[src/rtl/mem_req_arbiter_if.sv]
// rtl/mem_req_arbiter_if.sv - SRAM-like request/response port bundle
interface mem_req_arbiter_if;
  logic        req;
  logic        wr;
  logic [1:0]  size;
  logic [31:0] addr;
  logic [3:0]  wstrb;
  logic [31:0] wdata;
  logic        addr_ok;
  logic        data_ok;
  logic [31:0] rdata;

  // Issuer of requests: drives the request fields, receives handshakes.
  modport master (
    output req, wr, size, addr, wstrb, wdata,
    input  addr_ok, data_ok, rdata
  );

  // Acceptor of requests: receives the request fields, drives handshakes.
  modport slave (
    input  req, wr, size, addr, wstrb, wdata,
    output addr_ok, data_ok, rdata
  );
endinterface

[src/rtl/mem_req_arbiter.sv]
// rtl/mem_req_arbiter.sv - fetch/load-store arbiter onto one SRAM-like port
module mem_req_arbiter #(
  parameter int MAX_OUTST = 2,
  parameter int CNT_W     = 3
) (
  input  logic              clk,
  input  logic              reset,
  mem_req_arbiter_if.slave  inst_sram,
  mem_req_arbiter_if.slave  data_sram,
  mem_req_arbiter_if.master mem,
  output logic              protocol_err
);
  localparam int               PTR_W    = (MAX_OUTST > 1) ? $clog2(MAX_OUTST) : 1;
  localparam logic [PTR_W-1:0] PTR_LAST = PTR_W'(MAX_OUTST - 1);
  localparam logic [CNT_W-1:0] CNT_FULL = CNT_W'(MAX_OUTST);

  typedef enum logic { OWN_INST = 1'b0, OWN_DATA = 1'b1 } owner_e;

  owner_e               grant;
  owner_e               lock_owner;
  owner_e               head;
  logic                 lock_valid;
  logic                 full;
  logic                 sel_req;
  logic                 accept;
  logic                 pop;
  logic [CNT_W-1:0]     cnt;
  logic [PTR_W-1:0]     rptr;
  logic [PTR_W-1:0]     wptr;
  logic [MAX_OUTST-1:0] owner_q;

  function automatic logic [PTR_W-1:0] ptr_inc(input logic [PTR_W-1:0] p);
    return (p == PTR_LAST) ? '0 : p + PTR_W'(1);
  endfunction

  // Pick the granted requester (a pending lock wins, else data over fetch) and mux its fields out.
  always_comb begin
    grant = OWN_INST;
    if (lock_valid)         grant = lock_owner;
    else if (data_sram.req) grant = OWN_DATA;
    full    = (cnt == CNT_FULL);
    sel_req = (grant == OWN_DATA) ? data_sram.req : inst_sram.req;
    // Full blocks issue outright; a same-cycle pop does not reopen the slot, keeping mem_data_ok off the mem_req path.
    mem.req   = !full && sel_req;
    mem.wr    = (grant == OWN_DATA) ? data_sram.wr    : inst_sram.wr;
    mem.size  = (grant == OWN_DATA) ? data_sram.size  : inst_sram.size;
    mem.addr  = (grant == OWN_DATA) ? data_sram.addr  : inst_sram.addr;
    mem.wstrb = (grant == OWN_DATA) ? data_sram.wstrb : inst_sram.wstrb;
    mem.wdata = (grant == OWN_DATA) ? data_sram.wdata : inst_sram.wdata;
  end

  // Address handshakes go to the granted side only; responses go to the owner at the FIFO head.
  always_comb begin
    accept            = mem.req && mem.addr_ok;
    pop               = mem.data_ok && (cnt != '0);
    head              = owner_e'(owner_q[rptr]);
    inst_sram.addr_ok = accept && (grant == OWN_INST);
    data_sram.addr_ok = accept && (grant == OWN_DATA);
    inst_sram.data_ok = pop && (head == OWN_INST);
    data_sram.data_ok = pop && (head == OWN_DATA);
    inst_sram.rdata   = mem.rdata;
    data_sram.rdata   = mem.rdata;
  end

  // In-order owner FIFO: record who issued each accepted address, retire one per response.
  always_ff @(posedge clk or posedge reset) begin
    if (reset) begin
      owner_q <= '0;
      wptr    <= '0;
      rptr    <= '0;
      cnt     <= '0;
    end else begin
      if (accept) begin
        owner_q[wptr] <= logic'(grant);
        wptr          <= ptr_inc(wptr);
      end
      if (pop) rptr <= ptr_inc(rptr);
      if (accept && !pop)      cnt <= cnt + CNT_W'(1);
      else if (!accept && pop) cnt <= cnt - CNT_W'(1);
    end
  end

  // Hold the grant on a requester whose address is not yet taken; release on accept or if it withdraws.
  always_ff @(posedge clk or posedge reset) begin
    if (reset) begin
      lock_valid <= 1'b0;
      lock_owner <= OWN_INST;
    end else if (accept) begin
      lock_valid <= 1'b0;
    end else if (mem.req) begin
      lock_valid <= 1'b1;
      lock_owner <= grant;
    end else if (lock_valid && !sel_req) begin
      lock_valid <= 1'b0;
    end
  end

  // Sticky flag for a response that has no outstanding transaction to belong to.
  always_ff @(posedge clk or posedge reset) begin
    if (reset)                         protocol_err <= 1'b0;
    else if (mem.data_ok && cnt == '0) protocol_err <= 1'b1;
  end
endmodule

[src/flat_wrapper.sv]
// flat-port wrapper written by rule: the top's interface ports become plain ports
module mem_req_arbiter_flat 
#(
  parameter int MAX_OUTST = 2,
  parameter int CNT_W     = 3
)
  (clk, reset, protocol_err, inst_sram_req, inst_sram_wr, inst_sram_size, inst_sram_addr, inst_sram_wstrb, inst_sram_wdata, inst_sram_addr_ok, inst_sram_data_ok, inst_sram_rdata, data_sram_req, data_sram_wr, data_sram_size, data_sram_addr, data_sram_wstrb, data_sram_wdata, data_sram_addr_ok, data_sram_data_ok, data_sram_rdata, mem_req, mem_wr, mem_size, mem_addr, mem_wstrb, mem_wdata, mem_addr_ok, mem_data_ok, mem_rdata);
  mem_req_arbiter_if inst_sram_i ();
  mem_req_arbiter_if data_sram_i ();
  mem_req_arbiter_if mem_i ();
  input  logic clk;
  input  logic reset;
  output logic protocol_err;
  input wire logic [$bits(inst_sram_i.req)-1:0] inst_sram_req;
  input wire logic [$bits(inst_sram_i.wr)-1:0] inst_sram_wr;
  input wire logic [$bits(inst_sram_i.size)-1:0] inst_sram_size;
  input wire logic [$bits(inst_sram_i.addr)-1:0] inst_sram_addr;
  input wire logic [$bits(inst_sram_i.wstrb)-1:0] inst_sram_wstrb;
  input wire logic [$bits(inst_sram_i.wdata)-1:0] inst_sram_wdata;
  output wire logic [$bits(inst_sram_i.addr_ok)-1:0] inst_sram_addr_ok;
  output wire logic [$bits(inst_sram_i.data_ok)-1:0] inst_sram_data_ok;
  output wire logic [$bits(inst_sram_i.rdata)-1:0] inst_sram_rdata;
  input wire logic [$bits(data_sram_i.req)-1:0] data_sram_req;
  input wire logic [$bits(data_sram_i.wr)-1:0] data_sram_wr;
  input wire logic [$bits(data_sram_i.size)-1:0] data_sram_size;
  input wire logic [$bits(data_sram_i.addr)-1:0] data_sram_addr;
  input wire logic [$bits(data_sram_i.wstrb)-1:0] data_sram_wstrb;
  input wire logic [$bits(data_sram_i.wdata)-1:0] data_sram_wdata;
  output wire logic [$bits(data_sram_i.addr_ok)-1:0] data_sram_addr_ok;
  output wire logic [$bits(data_sram_i.data_ok)-1:0] data_sram_data_ok;
  output wire logic [$bits(data_sram_i.rdata)-1:0] data_sram_rdata;
  output wire logic [$bits(mem_i.req)-1:0] mem_req;
  output wire logic [$bits(mem_i.wr)-1:0] mem_wr;
  output wire logic [$bits(mem_i.size)-1:0] mem_size;
  output wire logic [$bits(mem_i.addr)-1:0] mem_addr;
  output wire logic [$bits(mem_i.wstrb)-1:0] mem_wstrb;
  output wire logic [$bits(mem_i.wdata)-1:0] mem_wdata;
  input wire logic [$bits(mem_i.addr_ok)-1:0] mem_addr_ok;
  input wire logic [$bits(mem_i.data_ok)-1:0] mem_data_ok;
  input wire logic [$bits(mem_i.rdata)-1:0] mem_rdata;
  assign inst_sram_i.req = inst_sram_req;
  assign inst_sram_i.wr = inst_sram_wr;
  assign inst_sram_i.size = inst_sram_size;
  assign inst_sram_i.addr = inst_sram_addr;
  assign inst_sram_i.wstrb = inst_sram_wstrb;
  assign inst_sram_i.wdata = inst_sram_wdata;
  assign inst_sram_addr_ok = inst_sram_i.addr_ok;
  assign inst_sram_data_ok = inst_sram_i.data_ok;
  assign inst_sram_rdata = inst_sram_i.rdata;
  assign data_sram_i.req = data_sram_req;
  assign data_sram_i.wr = data_sram_wr;
  assign data_sram_i.size = data_sram_size;
  assign data_sram_i.addr = data_sram_addr;
  assign data_sram_i.wstrb = data_sram_wstrb;
  assign data_sram_i.wdata = data_sram_wdata;
  assign data_sram_addr_ok = data_sram_i.addr_ok;
  assign data_sram_data_ok = data_sram_i.data_ok;
  assign data_sram_rdata = data_sram_i.rdata;
  assign mem_req = mem_i.req;
  assign mem_wr = mem_i.wr;
  assign mem_size = mem_i.size;
  assign mem_addr = mem_i.addr;
  assign mem_wstrb = mem_i.wstrb;
  assign mem_wdata = mem_i.wdata;
  assign mem_i.addr_ok = mem_addr_ok;
  assign mem_i.data_ok = mem_data_ok;
  assign mem_i.rdata = mem_rdata;
  mem_req_arbiter #(.MAX_OUTST(MAX_OUTST), .CNT_W(CNT_W)) u_core (.clk(clk), .reset(reset), .inst_sram(inst_sram_i), .data_sram(data_sram_i), .mem(mem_i), .protocol_err(protocol_err));
endmodule
[config.mk]
export PLATFORM = sky130hd
export DESIGN_NAME = mem_req_arbiter_flat
export DESIGN_NICKNAME = d
export VERILOG_FILES = /design/src/rtl/mem_req_arbiter_if.sv /design/src/rtl/mem_req_arbiter.sv /design/src/flat_wrapper.sv
export SDC_FILE = /design/constraint.sdc
export NUM_CORES = 1
export LEC_CHECK = 0
export ABC_AREA = 1
export BUFFER_PORTS_ARGS = -buffer_cell sky130_fd_sc_hd__buf_2
export CAP_MARGIN = 20
export CORE_AREA = 2 2 124 126
export CTS_BUF_LIST = sky130_fd_sc_hd__clkbuf_4 sky130_fd_sc_hd__clkbuf_8
export DETAILED_ROUTE_END_ITERATION = 10
export DIE_AREA = 0 0 126 128
export MAX_ROUTING_LAYER = met4
export PLACE_DENSITY = 0.55
export SKIP_CTS_REPAIR_TIMING = 1
export SLEW_MARGIN = 30
export SYNTH_ARGS = -nofsm -noshare
export SYNTH_HDL_FRONTEND = slang
export SYNTH_SLANG_ARGS = --single-unit
[constraint.sdc]
create_clock -name clk -period 5.9 [get_ports clk]
set_input_delay 0.295 -clock clk [delete_from_list [all_inputs] [get_ports clk]]
set_output_delay 0.295 -clock clk [all_outputs]
set_load 0.01 [all_outputs]
==> impl_results.md <==
- Ys async rst share: 1.000
- Dominant cell type by area after synthesis: nand2_1
- Final hold slack: 0.03090 ns
- I/O pins: 321
- Crit Reg-Reg Startpoint: u_core.cnt[0]
- Via count: 2568
- Kind of critical path: reg -> out
- DRC Markers: 0
- EDFF count, synth: 0
- Max_slew headroom: 0.5387
- Crit path capture type: primary output
- Layout cells sized above 1: 0.4686
- First-pass GRT wire length: 12320 um
- Status: finished clean
- Design Power: 1.054 mW
- Warnings, synthesis: 0
- Final setup viols: 0
- Minimum clock period: 2.480 ns
- P per Cell Area: 378.2 mW/mm2
- Reported max-cap violation count: 0
- CP max FO: 72
- CTS Root Cell: clkbuf_8
- Cells after Synth: 360
- Row cnt: 45
- Worst skew pair latency: 0.24 ns
- CP arrival: 2.18 ns
- Via/cell ratio: 3.679
- CP Launch Point: u_core.lock_valid
- Inserted Diodes: 0
- Sequential share of the synthesized area: 0.1272
- Startpoint Class: flop
- RSZ-0062 raised after global routing: no
- Clk buf depth: 2
- Largest net degree at the start of global routing: 73
- CTS Buf Count: 3
- Core area: 0.01486 mm2
- Worst clock skew: 0.002520 ns
- Initial antenna violation count: 1
- Worst Tran Pin Value: 0.6919 ns
- #FFs+latches synth: 10
- Area Overhead vs Synth: 41.73%
- Worst Path Required: 5.61 ns
- Nets@finish: 693
- Largest cells by area after synthesis: nand2_1 43%, buf_4 25%, dfrtp_1 13%, buf_6 3.4%, inv_1 1.9%
- Synthesized area: 0.001967 mm2
- Clk slew on worst S/H paths: 0.05 ns
- Synth top area share: 0.4313
- Final antenna-violating net count: 0
- Detailed placement HPWL: 7558 um
- 1st-pass router iterations: 4
- Starting density of the core: 0.1323
- RD Place Congestion: 0.6985
- # port buffers: 224
- DR iter-0 viols: 59
- Library cells used by synthesis: 24
- Fmax: 403.2 MHz
- WL final: 8978 um
- Number of global-route vias before repair: 2172
- Average wire per standard cell: 12.86 um
- TNS Setup: 0 ns
- Hold Path Class: in -> async
- Period Utilization, post-route: 0.4203
- H-tree depth: 1
- Pleak: 1.854 nW
- Avg Cell Area, Syn: 5.464 um2
- Overflow after GRT: 0
- Die X: 126 um
- Top_reg_cell synth: dfrtp_1
- Net Count, Synth: 542
- Pins Over Slew Limit: 0
- Die H: 128 um
- CTS sink count: 10
- Max VDD drop: 0.0001015 V
- Die Footprint: 0.01613 mm2
- CTS tree: done
- Final Hold Fails: 0
- Tot GR Track Use: 0.09999
## cell type report
cell class | instances | area (um2)
Clock buffer | 4 | 55.05
Fill cell | 1771 | 12080
Tap cell | 188 | 235.2
Multi-Input combinational cell | 258 | 1067
Inverter | 13 | 51.30
Sequential cell | 10 | 250.2
Timing Repair Buffer | 225 | 1129
## per-stage QoR
stage	setup WS [ns]	instances	util	cell area, um2
2_1_floorplan	4.028	360	-	1967
3_5_place_dp	3.592	694	0.1838	2733
3_3_place_gp	3.609	694	0.1838	2733
5_1_grt	3.165	698	0.1875	2788
6_report	3.420	698	0.1875	2788
4_1_cts	3.333	698	0.1875	2788
## power breakdown
part	leakage (nW)	internal (mW)	switching (mW)
clock	0.0288	0.0587	0.0273
combinational	1.71	0.310	0.525
sequential	0.119	0.103	0.0299
## registers in the layout, indices dropped and copies added (netlist names)
register	count
u_core.cnt	3
u_core.lock_owner	1
u_core.lock_valid	1
u_core.owner_q	2
u_core.protocol_err	1
u_core.rptr	1
u_core.wptr	1
## worst max-delay path, cell delays in order (launching register included)
cell and delay [ns]:
dfrtp_1 0.40, inv_2 0.05, nand2_2 0.07, nand2_2 0.29
inv_4 0.63, nand2_1 0.10, nand2_1 0.20, buf_2 0.17
## synth_stat cells, types with 2 or more instances
library cell	instances
nand2_2	3
buf_4	66
buf_6	6
nand4_1	2
nand2_1	226
dfrtp_1	10
nor2_1	6
nand3_1	5
inv_2	2
buf_2	7
inv_1	10
xnor2_1	2
o21ai_0	4
## cell usage in the layout (no fill, tap or decap), types with 2 or more instances in the layout
master and n:
clkbuf_8 4, o21ai_0 4, nand3_1 5, inv_1 10, nand4_1 2, xnor2_1 2
nand2_2 3, dfrtp_1 10, nand2_1 226, inv_2 2, nor2_1 6, buf_2 224
## per-layer routing
| metal | GRT usage | vias to the layer above | wire [um] |
|---|---|---|---|
| li1 | - | 1310 | - |
| met1 | 0.1241 | 1039 | 3603 |
| met5 | - | - | 0 |
| met3 | 0.04508 | 24 | 1261 |
| met4 | 0.02392 | 0 | 170 |
| met2 | 0.1486 | 195 | 3943 |
## logic make-up (layout without fill, tap and decap cells)
| group | after synthesis | after routing | synth area share |
|---|---|---|---|
| AO/OA/AOI/OAI | 7 | 7 | 0.02099 |
| AND/OR/NAND/NOR | 245 | 245 | 0.4860 |
| multiplexers | 1 | 1 | 0.005725 |
| flip-flops | 10 | 10 | 0.1272 |
| buffers and inverters | 92 | 242 | 0.3302 |
| adder cells (fa/ha/maj) | 2 | 2 | 0.01654 |
| XOR/XNOR | 3 | 3 | 0.01336 |
## final timing paths
path | depth (start not counted) | to | slack, ns
min | 2 | u_core.wptr | 0.03
min in group clk | 2 | u_core.protocol_err | 0.32
max in group asynchronous | 2 | u_core.owner_q[0] | 5.59
max reg2reg | 10 | u_core.cnt[2] | 3.80
max | 7 | mem_wdata[23] | 3.42
min reg2reg | 1 | u_core.protocol_err | 0.46
Power figures use the tool's default switching activity.
